[src/rtl/pipeline_stall_ctrl_pkg.sv]
// pipe_ctrl_pkg: shared types and defaults for the pipeline stall sequencer.
// Holds the FSM state encoding and the per-register control bundle.
package pipe_ctrl_pkg;

    typedef enum logic [1:0] {
        RUN      = 2'd0,
        MEM_WAIT = 2'd1,
        DRAIN    = 2'd2,
        HALTED   = 2'd3
    } state_t;

    localparam int WAIT_LIMIT_DEF   = 15;
    localparam int DRAIN_CYCLES_DEF = 4;
    localparam int CNT_W_DEF        = 8;

    typedef struct packed {
        logic pc;
        logic ifid;
        logic idex;
        logic exmem;
        logic memwb;
        logic flush;
        logic bubble;
    } ctrl_t;

    localparam ctrl_t CTRL_DEF = '{
        pc: 1'b1, ifid: 1'b1, idex: 1'b1,
        exmem: 1'b1, memwb: 1'b1,
        flush: 1'b0, bubble: 1'b0
    };

    localparam ctrl_t CTRL_FREEZE = '{
        pc: 1'b0, ifid: 1'b0, idex: 1'b0,
        exmem: 1'b0, memwb: 1'b0,
        flush: 1'b0, bubble: 1'b0
    };

endpackage

[src/rtl/pipeline_stall_ctrl_if.sv]
// pipeline_stall_ctrl_if: hazard inputs from the pipeline and the
// register enable / flush controls returned to it.
interface pipeline_stall_ctrl_if #(
    parameter int CNT_W = 8
);
    logic [2:0]       id_rs1;
    logic [2:0]       id_rs2;
    logic             id_useRs1;
    logic             id_useRs2;
    logic [2:0]       ex_dest;
    logic             ex_memRead;
    logic             ex_branchTaken;
    logic             mem_memAccess;
    logic             mem_ready;
    logic             halt_req;
    logic             pc_enb;
    logic             ifid_enb;
    logic             idex_enb;
    logic             exmem_enb;
    logic             memwb_enb;
    logic             ifid_flush;
    logic             idex_bubble;
    logic             halted;
    logic             mem_timeout;
    logic [CNT_W-1:0] stall_cycles;

    modport master (
        output id_rs1, id_rs2, id_useRs1, id_useRs2,
        output ex_dest, ex_memRead, ex_branchTaken,
        output mem_memAccess, mem_ready, halt_req,
        input  pc_enb, ifid_enb, idex_enb, exmem_enb, memwb_enb,
        input  ifid_flush, idex_bubble, halted,
        input  mem_timeout, stall_cycles
    );

    modport slave (
        input  id_rs1, id_rs2, id_useRs1, id_useRs2,
        input  ex_dest, ex_memRead, ex_branchTaken,
        input  mem_memAccess, mem_ready, halt_req,
        output pc_enb, ifid_enb, idex_enb, exmem_enb, memwb_enb,
        output ifid_flush, idex_bubble, halted,
        output mem_timeout, stall_cycles
    );

endinterface

[src/rtl/pipeline_stall_ctrl_load_use_detect.sv]
// load_use_detect: flags an ID-stage source that reads the register
// being loaded by the instruction currently in EX.
module load_use_detect (
    input  logic [2:0] id_rs1,
    input  logic [2:0] id_rs2,
    input  logic       id_useRs1,
    input  logic       id_useRs2,
    input  logic [2:0] ex_dest,
    input  logic       ex_memRead,
    output logic       load_use
);

    logic hit1;
    logic hit2;

    assign hit1     = id_useRs1 & (id_rs1 == ex_dest);
    assign hit2     = id_useRs2 & (id_rs2 == ex_dest);
    assign load_use = ex_memRead & (hit1 | hit2);

endmodule

[src/rtl/pipeline_stall_ctrl.sv]
// pipeline_stall_ctrl: prioritised freeze/flush/bubble sequencer for the
// 5-stage pipeline, with halt-and-drain, memory timeout and stall counter.
module pipeline_stall_ctrl
    import pipe_ctrl_pkg::*;
#(
    parameter int WAIT_LIMIT   = WAIT_LIMIT_DEF,
    parameter int DRAIN_CYCLES = DRAIN_CYCLES_DEF,
    parameter int CNT_W        = CNT_W_DEF
) (
    input logic                 clk,
    input logic                 rst,
    pipeline_stall_ctrl_if.slave bus
);

    localparam int WW = $clog2(WAIT_LIMIT + 1);
    localparam int DW = $clog2(DRAIN_CYCLES + 1);

    state_t           state_q, state_d;
    logic [WW-1:0]    wait_q, wait_d;
    logic [DW-1:0]    drain_q, drain_d;
    logic             tmo_q;
    logic [CNT_W-1:0] cnt_q;

    logic   load_use;
    logic   mstall;
    ctrl_t  ctrl;
    ctrl_t  run_c;
    state_t run_n;
    logic   halt_o;

    load_use_detect u_lud (
        .id_rs1     (bus.id_rs1),
        .id_rs2     (bus.id_rs2),
        .id_useRs1  (bus.id_useRs1),
        .id_useRs2  (bus.id_useRs2),
        .ex_dest    (bus.ex_dest),
        .ex_memRead (bus.ex_memRead),
        .load_use   (load_use)
    );

    assign mstall = bus.mem_memAccess & ~bus.mem_ready;

    // Rules shared by RUN and the MEM_WAIT release cycle
    always_comb begin
        run_c = CTRL_DEF;
        run_n = RUN;
        if (bus.ex_branchTaken) begin
            run_c.flush  = 1'b1;
            run_c.bubble = 1'b1;
        end else if (load_use) begin
            run_c.pc     = 1'b0;
            run_c.ifid   = 1'b0;
            run_c.bubble = 1'b1;
        end else if (bus.halt_req) begin
            run_c.pc    = 1'b0;
            run_c.flush = 1'b1;
            run_n       = DRAIN;
        end
    end

    always_comb begin
        ctrl    = CTRL_DEF;
        halt_o  = 1'b0;
        state_d = state_q;
        wait_d  = wait_q;
        drain_d = drain_q;
        unique case (state_q)
            RUN: begin
                if (mstall) begin
                    ctrl    = CTRL_FREEZE;
                    state_d = MEM_WAIT;
                    wait_d  = WW'(1);
                end else begin
                    ctrl    = run_c;
                    state_d = run_n;
                    if (run_n == DRAIN) drain_d = DW'(1);
                end
            end
            MEM_WAIT: begin
                if (mstall) begin
                    ctrl = CTRL_FREEZE;
                    if (wait_q != WW'(WAIT_LIMIT)) wait_d = wait_q + WW'(1);
                end else begin
                    ctrl    = run_c;
                    state_d = run_n;
                    wait_d  = '0;
                    if (run_n == DRAIN) drain_d = DW'(1);
                end
            end
            DRAIN: begin
                ctrl.pc    = 1'b0;
                ctrl.flush = 1'b1;
                if (mstall) begin
                    ctrl       = CTRL_FREEZE;
                    ctrl.flush = 1'b1;
                end else if (bus.ex_branchTaken) begin
                    ctrl.pc     = 1'b1;
                    ctrl.bubble = 1'b1;
                end
                if (!bus.halt_req) begin
                    state_d = RUN;
                    drain_d = '0;
                end else if (!mstall) begin
                    if (drain_q == DW'(DRAIN_CYCLES)) begin
                        state_d = HALTED;
                        drain_d = '0;
                    end else begin
                        drain_d = drain_q + DW'(1);
                    end
                end
            end
            HALTED: begin
                ctrl   = CTRL_FREEZE;
                halt_o = 1'b1;
                if (!bus.halt_req) state_d = RUN;
            end
            default: state_d = RUN;
        endcase
        if (!rst) begin
            ctrl   = CTRL_DEF;
            halt_o = 1'b0;
        end
    end

    always_ff @(posedge clk) begin
        if (!rst) begin
            state_q <= RUN;
            wait_q  <= '0;
            drain_q <= '0;
            tmo_q   <= 1'b0;
            cnt_q   <= '0;
        end else begin
            state_q <= state_d;
            wait_q  <= wait_d;
            drain_q <= drain_d;
            if (state_d == MEM_WAIT && int'(wait_d) >= WAIT_LIMIT)
                tmo_q <= 1'b1;
            if ((state_q == RUN || state_q == MEM_WAIT) && !ctrl.pc &&
                cnt_q != {CNT_W{1'b1}})
                cnt_q <= cnt_q + CNT_W'(1);
        end
    end

    assign bus.pc_enb       = ctrl.pc;
    assign bus.ifid_enb     = ctrl.ifid;
    assign bus.idex_enb     = ctrl.idex;
    assign bus.exmem_enb    = ctrl.exmem;
    assign bus.memwb_enb    = ctrl.memwb;
    assign bus.ifid_flush   = ctrl.flush;
    assign bus.idex_bubble  = ctrl.bubble;
    assign bus.halted       = halt_o;
    assign bus.mem_timeout  = tmo_q;
    assign bus.stall_cycles = cnt_q;

endmodule

[src/flat_wrapper.sv]
// flat-port wrapper written by rule: the top's interface ports become plain ports
module pipeline_stall_ctrl_flat import pipe_ctrl_pkg::*;
#(
    parameter int WAIT_LIMIT   = WAIT_LIMIT_DEF,
    parameter int DRAIN_CYCLES = DRAIN_CYCLES_DEF,
    parameter int CNT_W        = CNT_W_DEF
)
  (clk, rst, bus_id_rs1, bus_id_rs2, bus_id_useRs1, bus_id_useRs2, bus_ex_dest, bus_ex_memRead, bus_ex_branchTaken, bus_mem_memAccess, bus_mem_ready, bus_halt_req, bus_pc_enb, bus_ifid_enb, bus_idex_enb, bus_exmem_enb, bus_memwb_enb, bus_ifid_flush, bus_idex_bubble, bus_halted, bus_mem_timeout, bus_stall_cycles);
  pipeline_stall_ctrl_if #(.CNT_W(CNT_W)) bus_i ();
  input logic clk;
  input logic rst;
  input wire logic [$bits(bus_i.id_rs1)-1:0] bus_id_rs1;
  input wire logic [$bits(bus_i.id_rs2)-1:0] bus_id_rs2;
  input wire logic [$bits(bus_i.id_useRs1)-1:0] bus_id_useRs1;
  input wire logic [$bits(bus_i.id_useRs2)-1:0] bus_id_useRs2;
  input wire logic [$bits(bus_i.ex_dest)-1:0] bus_ex_dest;
  input wire logic [$bits(bus_i.ex_memRead)-1:0] bus_ex_memRead;
  input wire logic [$bits(bus_i.ex_branchTaken)-1:0] bus_ex_branchTaken;
  input wire logic [$bits(bus_i.mem_memAccess)-1:0] bus_mem_memAccess;
  input wire logic [$bits(bus_i.mem_ready)-1:0] bus_mem_ready;
  input wire logic [$bits(bus_i.halt_req)-1:0] bus_halt_req;
  output wire logic [$bits(bus_i.pc_enb)-1:0] bus_pc_enb;
  output wire logic [$bits(bus_i.ifid_enb)-1:0] bus_ifid_enb;
  output wire logic [$bits(bus_i.idex_enb)-1:0] bus_idex_enb;
  output wire logic [$bits(bus_i.exmem_enb)-1:0] bus_exmem_enb;
  output wire logic [$bits(bus_i.memwb_enb)-1:0] bus_memwb_enb;
  output wire logic [$bits(bus_i.ifid_flush)-1:0] bus_ifid_flush;
  output wire logic [$bits(bus_i.idex_bubble)-1:0] bus_idex_bubble;
  output wire logic [$bits(bus_i.halted)-1:0] bus_halted;
  output wire logic [$bits(bus_i.mem_timeout)-1:0] bus_mem_timeout;
  output wire logic [$bits(bus_i.stall_cycles)-1:0] bus_stall_cycles;
  assign bus_i.id_rs1 = bus_id_rs1;
  assign bus_i.id_rs2 = bus_id_rs2;
  assign bus_i.id_useRs1 = bus_id_useRs1;
  assign bus_i.id_useRs2 = bus_id_useRs2;
  assign bus_i.ex_dest = bus_ex_dest;
  assign bus_i.ex_memRead = bus_ex_memRead;
  assign bus_i.ex_branchTaken = bus_ex_branchTaken;
  assign bus_i.mem_memAccess = bus_mem_memAccess;
  assign bus_i.mem_ready = bus_mem_ready;
  assign bus_i.halt_req = bus_halt_req;
  assign bus_pc_enb = bus_i.pc_enb;
  assign bus_ifid_enb = bus_i.ifid_enb;
  assign bus_idex_enb = bus_i.idex_enb;
  assign bus_exmem_enb = bus_i.exmem_enb;
  assign bus_memwb_enb = bus_i.memwb_enb;
  assign bus_ifid_flush = bus_i.ifid_flush;
  assign bus_idex_bubble = bus_i.idex_bubble;
  assign bus_halted = bus_i.halted;
  assign bus_mem_timeout = bus_i.mem_timeout;
  assign bus_stall_cycles = bus_i.stall_cycles;
  pipeline_stall_ctrl #(.WAIT_LIMIT(WAIT_LIMIT), .DRAIN_CYCLES(DRAIN_CYCLES), .CNT_W(CNT_W)) u_core (.clk(clk), .rst(rst), .bus(bus_i));
endmodule
[config.mk]
export PLATFORM = sky130hd
export DESIGN_NAME = pipeline_stall_ctrl_flat
export DESIGN_NICKNAME = d
export VERILOG_FILES = /design/src/rtl/pipeline_stall_ctrl_pkg.sv /design/src/rtl/pipeline_stall_ctrl_if.sv /design/src/rtl/pipeline_stall_ctrl_load_use_detect.sv /design/src/rtl/pipeline_stall_ctrl.sv /design/src/flat_wrapper.sv
export SDC_FILE = /design/constraint.sdc
export NUM_CORES = 1
export LEC_CHECK = 0
export ABC_AREA = 1
export BUFFER_PORTS_ARGS = -buffer_cell sky130_fd_sc_hd__buf_4
export CORE_ASPECT_RATIO = 1.2
export CORE_MARGIN = 2
export CORE_UTILIZATION = 50
export CTS_CLUSTER_DIAMETER = 60
export CTS_CLUSTER_SIZE = 12
export DETAILED_ROUTE_END_ITERATION = 8
export HOLD_SLACK_MARGIN = 0.06
export PLACE_DENSITY_LB_ADDON = 0.3
export SYNTH_ARGS = -nofsm -noshare
export SYNTH_HDL_FRONTEND = slang
export SYNTH_SLANG_ARGS = --single-unit
[constraint.sdc]
create_clock -name clk -period 1.73 [get_ports clk]
set_input_delay 0.173 -clock clk [delete_from_list [all_inputs] [get_ports clk]]
set_output_delay 0.173 -clock clk [all_outputs]
set_load 0.01 [all_outputs]
==> results of run 1 <==
[cells by family after synthesis]
logic type / share of synthesized area (%)
compound gates: 12.15
xor+xnor: 4.799
fa+ha+maj: 3.918
buf+inv: 10.87
flops: 28.21
simple gates: 40.06
[final cells by class]
class / instances / area [µm²]
fill: 227 / 818.3
multi-input combinational: 150 / 815.8
sequential: 18 / 364.1
timing repair buffer: 38 / 285.3
inverter: 31 / 116.4
tap: 33 / 41.29
clock buffer: 4 / 36.28
[repair_timing]
item                                    in CTS  in global routing
endpoints found under the setup margin       3                 12
buffers inserted                             0                  2
cloned                                       0                  0
resized for setup                            1                  9
pin swaps                                    0                  1
hold endpoints to repair                     0                  0
hold buffers                                 0                  0
[sequential cells by signal, summed over array words and instances, names as in the netlist]
name and flops:
u_core.bus.stall_cycles 8, u_core.drain_q 3, u_core.state_q 2, u_core.bus.mem_timeout 1, u_core.wait_q 4
[power by group through the flow]
stage	Clock [mW]	Sequential, mW	Combinational [mW]
final	0.268	0.442	0.251
after detailed placement	0	0.452	0.237
after CTS	0.272	0.443	0.238
after global placement	0	0.452	0.234
after floorplan	0	0.452	0.149
after global routing	0.291	0.444	0.282
[cell usage in the layout, fill, tap and decap left out, types with 8 or more instances in the layout]
master / count
a21oi_1: 14
inv_1: 27
nand2_2: 8
buf_4: 38
nor2_1: 25
nand4_1: 9
o21ai_0: 9
nand2_1: 49
nand3_1: 9
dfxtp_1: 17
[worst min-delay path, cell delays in order]
cell and delay, ns:
buf_4 0.09, nor2_4 0.06, nand2_1 0.10, a21oi_1 0.07
[stage by stage]
step	cell area (µm²)	setup slack, ns	std cells	utilization (%)	power, mW
2_1_floorplan	1277	0.2464	203	-	0.6009
3_3_place_gp	1567	0.2149	268	63.23	0.6860
3_5_place_dp	1567	0.1577	268	63.23	0.6891
4_1_cts	1604	0.02330	272	64.75	0.9532
5_1_grt	1659	-0.1156	274	66.97	1.018
6_report	1659	-0.05979	274	66.97	0.9614
[worst max path at each step]
stage,to,slack [ns],depth (start not counted)
after CTS,bus_pc_enb,0.02,7
after floorplan,u_core.bus.stall_cycles[2],0.25,7
after global routing,bus_ifid_flush,-0.12,4
final,bus_ifid_flush,-0.06,4
after detailed placement,u_core.bus.stall_cycles[2],0.16,7
after global placement,u_core.bus.stall_cycles[1],0.21,7
[per-layer routing]
metal / wire length [µm] / GRT usage (%) / vias up / share of wire (%)
li1: - / - / 719 / -
met2: 1509 / 40.04 / 26 / 53
met5: 0 / 0 / - / 0
met4: 54 / 6.746 / 0 / 1.9
met3: 82 / 2.525 / 6 / 2.9
met1: 1220 / 23.62 / 614 / 43
==> metrics.txt, run 1 <==
crit-path cells nor2_1, o21ai_0, a21oi_1, buf_4; relative slew slack between 70% and 80%; slowest stage delay, CP 0.38 ns; Sw Pwr a little under 0.3 mW; average size of a mapped cell 6.293 µm²; switch share a little under a third; effective utilization at floorplan between 50% and 60%; clk buf depth 2; wire per inst about 10 µm; Crit Path Max Fanout 5; required time worst endpoint 1.56 ns; largest area contributor in the netlist dfxtp_1; hold path endpoint u_core.state_q[0]; Reg2Reg Depth 7; Mapped Cells approximately 200; Commonest cells post-synth nand2_1 (50), nor2_1 (28), inv_1 (27); HP Class input pin to register; Reg-to-Reg End u_core.bus.stall_cycles[7]; number of enable flip-flop cells after synthesis 0; worst hold stages 4; Chip Height 59.37 µm; final setup fails 1; P_int about 0.66 mW; global placement routability congestion 0.7377; First-pass DRT Iterations 4; PwrDens between 500 and 600 mW/mm²; Synth-to-Final Area Change 29.87%; Starting DRT DRC Count 42; outcome finished, violations left; largest net degree at the start of global routing 17; port buffer count 34; Inserted Clock Buffers 3; RSZ-0062 raised after global routing true; drt total wl about 2900 µm; syn_nets 225; Crit Path Category register to output pin; r2r startpoint u_core.bus.stall_cycles[1]; clock power share about 28%; failing checks setup timing; Syn. warnings 0; Startpoint Class register; # H-tree levels 1; average vias per placed instance roughly 5.0; Final ANT Viol Nets 0; Tightest Pin Transition 0.4244 ns; Synth top area share 28.21%; core region area roughly 0.0025 mm²; share of cells above drive strength 1 27.80%; Die Width about 50 µm; n_diodes 0; Post-Syn Area roughly 0.0013 mm²; slowest CP cell dfxtp_4; Crit. End Element output pin; max cap viols 0; Sequential Power Share 46.0%; final hold violations 0; CTS sink count 18; dominant cells by area after synthesis dfxtp_1 (28%), nand2_1 (15%), nor2_1 (8.2%), inv_1 (7.9%), a21oi_1 (5.5%); CTS tree yes; worst vdd ir ~0.00043 V; final worst slack -0.05979 ns; I/O pins 35; Main synth FF type dfxtp_1; Synth Register Bits 18; Gate power share about a quarter; crit path from u_core.state_q[1]; min Tclk post-route 1.790 ns; vias in the first global route ~1300; R2R Setup Slk roughly 0.21 ns; global-route wire length before repair between 4000 and 5000 µm; period utilisation layout 103.5%; dominant cell by count in the synthesized netlist nand2_1; setup_tns -0.05979 ns; Final Max Slew Viols 0; Unique masters post-synth 26; clock root buffer clkbuf_4; Final #Nets between 200 and 300; gr ovfl total 0; total track usage between 20% and 30%; HPWL Detailed 2165 µm; CP arrival around 1.6 ns; Setup Skew roughly 0.0047 ns; highest clock rate 0.5587 GHz; ys async rst share 0%; total die area slightly below 0.003 mm²; num rows 20; clock slew at the register clock pins of the worst setup and hold paths approximately 0.11 ns; Hold Startpoint bus_mem_ready; DRC Markers 0; Buf/Inv on CP 1; post-synthesis sequential area ratio 28.21%; via count roughly 1400; Clk Latency, worst-skew pair 0.29 ns; Top Family by Delay on Critical Path compound AO/OA/AOI/OAI gates; Hold WS approximately 0.24 ns; initial antenna violation count 0; total leakage power between 0.7 and 0.8 nW
No activity file was read; power rests on OpenSTA's default activity.
==> run 2, diff against run 1 <==
Settings changed: CORE_ASPECT_RATIO 1.2 to unset, CTS_BUF_LIST set to sky130_fd_sc_hd__clkbuf_2, SLEW_MARGIN set to 0.
==> run 2 against run 1 <==
Net effect:
- the flow now finishes without violations
- die area barely moved
- sequential power barely moved
- largest power group unchanged
- critical path type unchanged
- routed wire length fell by 2.7%
- via count fell by 3.4%
- highest routed layer unchanged
- largest cell class unchanged
- total power fell by 9.3%
==> metrics.txt, run 2 (synthesis gave the netlist of run 1 again) <==
outcome finished clean; max cap viols 0 (unchanged); total die area 0.002975 mm² (about the same); total leakage power 0.7772 nW (-1.5%); clock root buffer clkbuf_2; core region area 0.002455 mm² (-0.91%); total track usage 21.17% (+0.30 points); drt total wl 2790 µm (-2.7%); final setup fails 0 (-1); effective utilization at floorplan 52.04% (+0.47 points); relative slew slack 77.89% (+6.3 points); Final ANT Viol Nets 0 (unchanged); max reg flops 8 (unchanged); final core occ 66.41% (-0.56 points); most common cell after layout, fill and taps aside nand2_1; Tightest Pin Transition 0.3312 ns (-0.09320 ns); Chip Height 54.55 µm (-8.1%); final worst slack 0.08389 ns (+0.1437 ns); Synth-to-Final Area Change 27.62%; Clk Latency, worst-skew pair 0.30 ns (about the same); Final Max Slew Viols 0 (unchanged); global placement routability congestion 0.8662 (+17%); most frequent cells in the layout nand2_1 (49), buf_4 (37), inv_1 (27); Hold WS 0.2363 ns (-0.006432 ns); worst slack, placed 0.1432 ns (-0.01450 ns); First-pass DRT Iterations 4 (unchanged); num rows 18 (-10%); share of cells above drive strength 1 27.08% (-0.72 points); filler cell count 256 (+13%); initial antenna violation count 0 (unchanged); I/O pins 35 (unchanged); Crit. End Element output pin; Final #Nets 263 (-0.38%); port buffer count 34 (unchanged); wire per inst 10.33 µm (-1.2%); Startpoint Class register; Die Width 54.55 µm (+8.8%); Starting DRT DRC Count 16 (-62%); setup_tns 0 ns (+0.05979 ns); HPWL Detailed 2111 µm (-2.5%); global-route wire length before repair 4705 µm (-3.4%); clk buf depth 2 (unchanged); CP arrival 1.47 ns (-0.15 ns); HP Class input pin to register; PwrDens 535.0 mW/mm² (-7.7%); period utilisation layout 95.15% (-8.3 points); Inserted Clock Buffers 3 (unchanged); Setup Skew 0.005383 ns (+0.0007174 ns); Final Total Pwr 0.8722 mW (-9.3%); n_diodes 0 (unchanged); # H-tree levels 1 (unchanged); largest net degree at the start of global routing 16 (-1); clock slew at the register clock pins of the worst setup and hold paths 0.17 ns (+0.06 ns); Crit Path Category register to output pin; CTS sink count 18 (unchanged); via count 1319 (-3.4%); required time worst endpoint 1.56 ns (about the same); DRC Markers 0 (unchanged); Crit Path Max Fanout 4 (-1); highest clock rate 0.6075 GHz (+8.7%); average vias per placed instance 4.885 (-1.9%); final hold violations 0 (unchanged); min Tclk post-route 1.646 ns (-0.1437 ns); hold_buf cts 0 (unchanged); CTS tree yes; gr ovfl total 0 (unchanged); vias in the first global route 1136 (-9.2%); worst vdd ir 0.0003724 V (-12%)
run 2: cell count changes in the layout (fill, tap and decap cells not counted), sizes merged:
cell    delta
buf        -1
clkbuf     -1
clkinv     +1
run 2: final timing paths:
path | slack (ns) | to | startpoint | depth (start not counted)
min | 0.24 | u_core.state_q[0] | bus_mem_ready | 4
min reg2reg | 0.47 | u_core.bus.mem_timeout | u_core.bus.mem_timeout | 2
max | 0.08 | bus_exmem_enb | u_core.state_q[1] | 8
max reg2reg | 0.19 | u_core.bus.stall_cycles[3] | u_core.bus.stall_cycles[0] | 7
run 2: report_power, final:
group          switching (mW)  internal, mW  total (mW)
combinational           0.143         0.105       0.248
clock                   0.131        0.0503       0.181
sequential             0.0138         0.430       0.444
total                   0.287         0.585       0.872
run 2: through the flow:
stage | area (µm²) | cells
after global placement | 1555 | 264
after floorplan | 1277 | 203
after detailed placement | 1555 | 264
after global routing | 1630 | 270
final | 1630 | 270
after CTS | 1575 | 268
run 2: metal layers:
layer | routed length (µm) | GRT usage, %
met1 | 1277 | 28.02
met2 | 1384 | 36.55
met3 | 76 | 4.098
met4 | 52 | 2.500
met5 | 0 | 0
run 2: worst max-delay path, cell delays in order (launching register included):
cell and delay, ns:
dfxtp_4 0.40, inv_2 0.06, nor2_2 0.11, inv_2 0.07
nor2_2 0.14, nor2_1 0.07, nand2_2 0.09, buf_4 0.12
buf_4 0.12
run 2: cell type report:
class	instances	area, µm²	area share, %
clock buffer	3	15.01	0.9210
sequential	18	364.1	22.33
tap	30	37.54	2.302
timing repair buffer	37	277.8	17.04
clock inverter	1	3.754	0.2302
multi-input combinational	150	815.8	50.04
inverter	31	116.4	7.137
run 2: repair_timing:
item | 4_1_cts | 5_1_grt
buffers inserted | 0 | 2
setup endpoints to repair | 3 | 12
resized for setup | 1 | 10
pin swaps | 0 | 1
==> run 3, diff against run 2 <==
Settings changed: BUFFER_PORTS_ARGS -buffer_cell sky130_fd_sc_hd__buf_4 to -buffer_cell sky130_fd_sc_hd__buf_2, CTS_BUF_LIST sky130_fd_sc_hd__clkbuf_2 to unset, HOLD_SLACK_MARGIN 0.06 to unset.
==> run 3 against run 2 <==
Net effect:
- core utilization fell by 3.3 points
- die area is the same
- global-route usage rose by 0.066 points
- sequential cell count unchanged
- fmax decreased by 4.0%
- critical path depth is 1 lower
- via count is 2.0% higher
- hold slack improved by 0.033 ns
- critical path type unchanged
- critical endpoint is now bus_idex_bubble
- largest cell class unchanged
- largest power group unchanged
==> metrics.txt, run 3 (synthesis gave the netlist of run 1 again) <==
global-route wire length before repair 4664 µm (-0.87%); most used cell, CP inv_2; relative slew slack 78.09% (+0.20 points); Startpoint Class register; max cap viols 0 (unchanged); largest net degree at the start of global routing 16 (unchanged); First-pass DRT Iterations 4 (unchanged); DRC Markers 0 (unchanged); HPWL Detailed 2049 µm (-2.9%); Reg2Reg Depth 7 (unchanged); total track usage 21.23% (+0.066 points); Tightest Pin Transition 0.3282 ns (-0.003029 ns); Hold WS 0.2691 ns (+0.03281 ns); slowest CP cell dfxtp_4; highest clock rate 0.5832 GHz (-4.0%); clk buf depth 2 (unchanged); n_diodes 0 (unchanged); gr ovfl total 0 (unchanged); core region area 0.002455 mm² (unchanged); HP Class input pin to register; Crit Path Max Fanout 5 (+1); worst vdd ir 0.0006631 V (+78%); slowest stage delay, CP 0.39 ns (about the same); Inserted Clock Buffers 3 (unchanged); filler cell count 239 (-6.6%); CTS sink count 18 (unchanged); Placed Area 0.001470 mm² (-5.5%); # H-tree levels 1 (unchanged); final hold violations 0 (unchanged); I/O pins 35 (unchanged); crit-path cells inv_2, nor2_2, inv_2, nor3_4, o21ai_0, nor2_1, buf_2; worst hold stages 4 (unchanged); total die area 0.002975 mm² (unchanged); period utilisation layout 99.11% (+4.0 points); clock slew at the register clock pins of the worst setup and hold paths 0.10 ns (-0.07 ns); Starting DRT DRC Count 23 (+7); total leakage power 0.7544 nW (-2.9%); via count 1345 (+2.0%); vias in the first global route 1154 (+1.6%); min Tclk post-route 1.715 ns (+0.06856 ns); CTS tree yes; num rows 18 (unchanged); most common cell after layout, fill and taps aside nand2_1; wire per inst 10.12 µm (-2.1%); required time worst endpoint 1.56 ns (about the same); initial antenna violation count 0 (unchanged); setup_tns 0 ns (unchanged); effective utilization at floorplan 52.04% (unchanged); share of cells above drive strength 1 27.20% (+0.11 points); Die Width 54.55 µm (unchanged); Synth-to-Final Area Change 21.25%; PwrDens 565.9 mW/mm² (+5.8%); Final ANT Viol Nets 0 (unchanged); average vias per placed instance 5.000 (+2.4%); Chip Height 54.55 µm (unchanged); Setup Skew 0.006502 ns (+0.001119 ns); clock root buffer clkbuf_4; max reg flops 8 (unchanged); Crit. End Element output pin; Final #Nets 263 (unchanged); Final Cell Area 0.001549 mm² (-5.0%); Final Max Slew Viols 0 (unchanged); Clk Latency, worst-skew pair 0.29 ns (about the same); global placement routability congestion 0.8574 (-1.0%); most frequent cells in the layout nand2_1 (50), buf_2 (34), inv_1 (27); Crit Path Category register to output pin; drt total wl 2721 µm (-2.5%); final setup fails 0 (unchanged); port buffer count 34 (unchanged); CP arrival 1.54 ns (+0.07 ns); hold_buf cts 0 (unchanged); outcome finished clean
-- run 3: per-stage QoR --
step / setup WS, ns / total power, mW / instances / utilization, %
2_1_floorplan: 0.2464 / 0.6009 / 203 / -
3_3_place_gp: 0.1961 / 0.6635 / 264 / 59.89
3_5_place_dp: 0.1592 / 0.6663 / 264 / 59.89
4_1_cts: 0.01963 / 0.8742 / 267 / 60.86
5_1_grt: -0.07989 / 0.9360 / 269 / 63.10
6_report: 0.01533 / 0.8766 / 269 / 63.10
-- run 3: critical path, delay by kind of cell, from the launching register on --
kind / cells / cell delay [ns]
compound gates: 1 / 0.14
buf+inv: 3 / 0.28
flops: 1 / 0.39
simple gates: 3 / 0.44
-- run 3: cell type report --
type / count / area [µm²] / share of cell area [%]
Inverter: 31 / 116.4 / 7.512
Sequential cell: 18 / 364.1 / 23.51
Multi-Input combinational cell: 150 / 815.8 / 52.67
Tap cell: 30 / 37.54 / 2.423
Timing Repair Buffer: 37 / 192.7 / 12.44
Clock buffer: 3 / 22.52 / 1.454
-- run 3: per-layer routing --
metal	GRT usage (%)	wire [µm]	share of wire, %	up-vias
met3	4.918	119	4.4	4
met4	5.000	19	0.70	0
met5	0	0	0	-
met2	37.15	1354	50	29
li1	-	-	-	722
met1	26.17	1227	45	590
-- run 3: final timing paths --
kind / end / slack [ns] / startpoint
worst min-delay path: u_core.state_q[0] / 0.27 / bus_mem_ready
worst max-delay path: bus_idex_bubble / 0.02 / u_core.state_q[1]
worst min register to register: u_core.bus.mem_timeout / 0.46 / u_core.bus.mem_timeout
worst max register to register: u_core.bus.stall_cycles[7] / 0.24 / u_core.bus.stall_cycles[0]
-- run 3: repair_timing --
action                     4_1_cts  5_1_grt
gates cloned                     0        0
setup endpoints to repair        2       13
pin swaps                        0        1
gates resized for setup          1        9
buffers inserted                 0        2
-- run 3: where the power goes --
part | switching (mW) | internal [mW] | total (mW) | leakage (nW)
Sequential | 0.0145 | 0.429 | 0.443 | 0.147
Combinational | 0.141 | 0.0857 | 0.227 | 0.594
Clock | 0.126 | 0.0811 | 0.207 | 0.0138
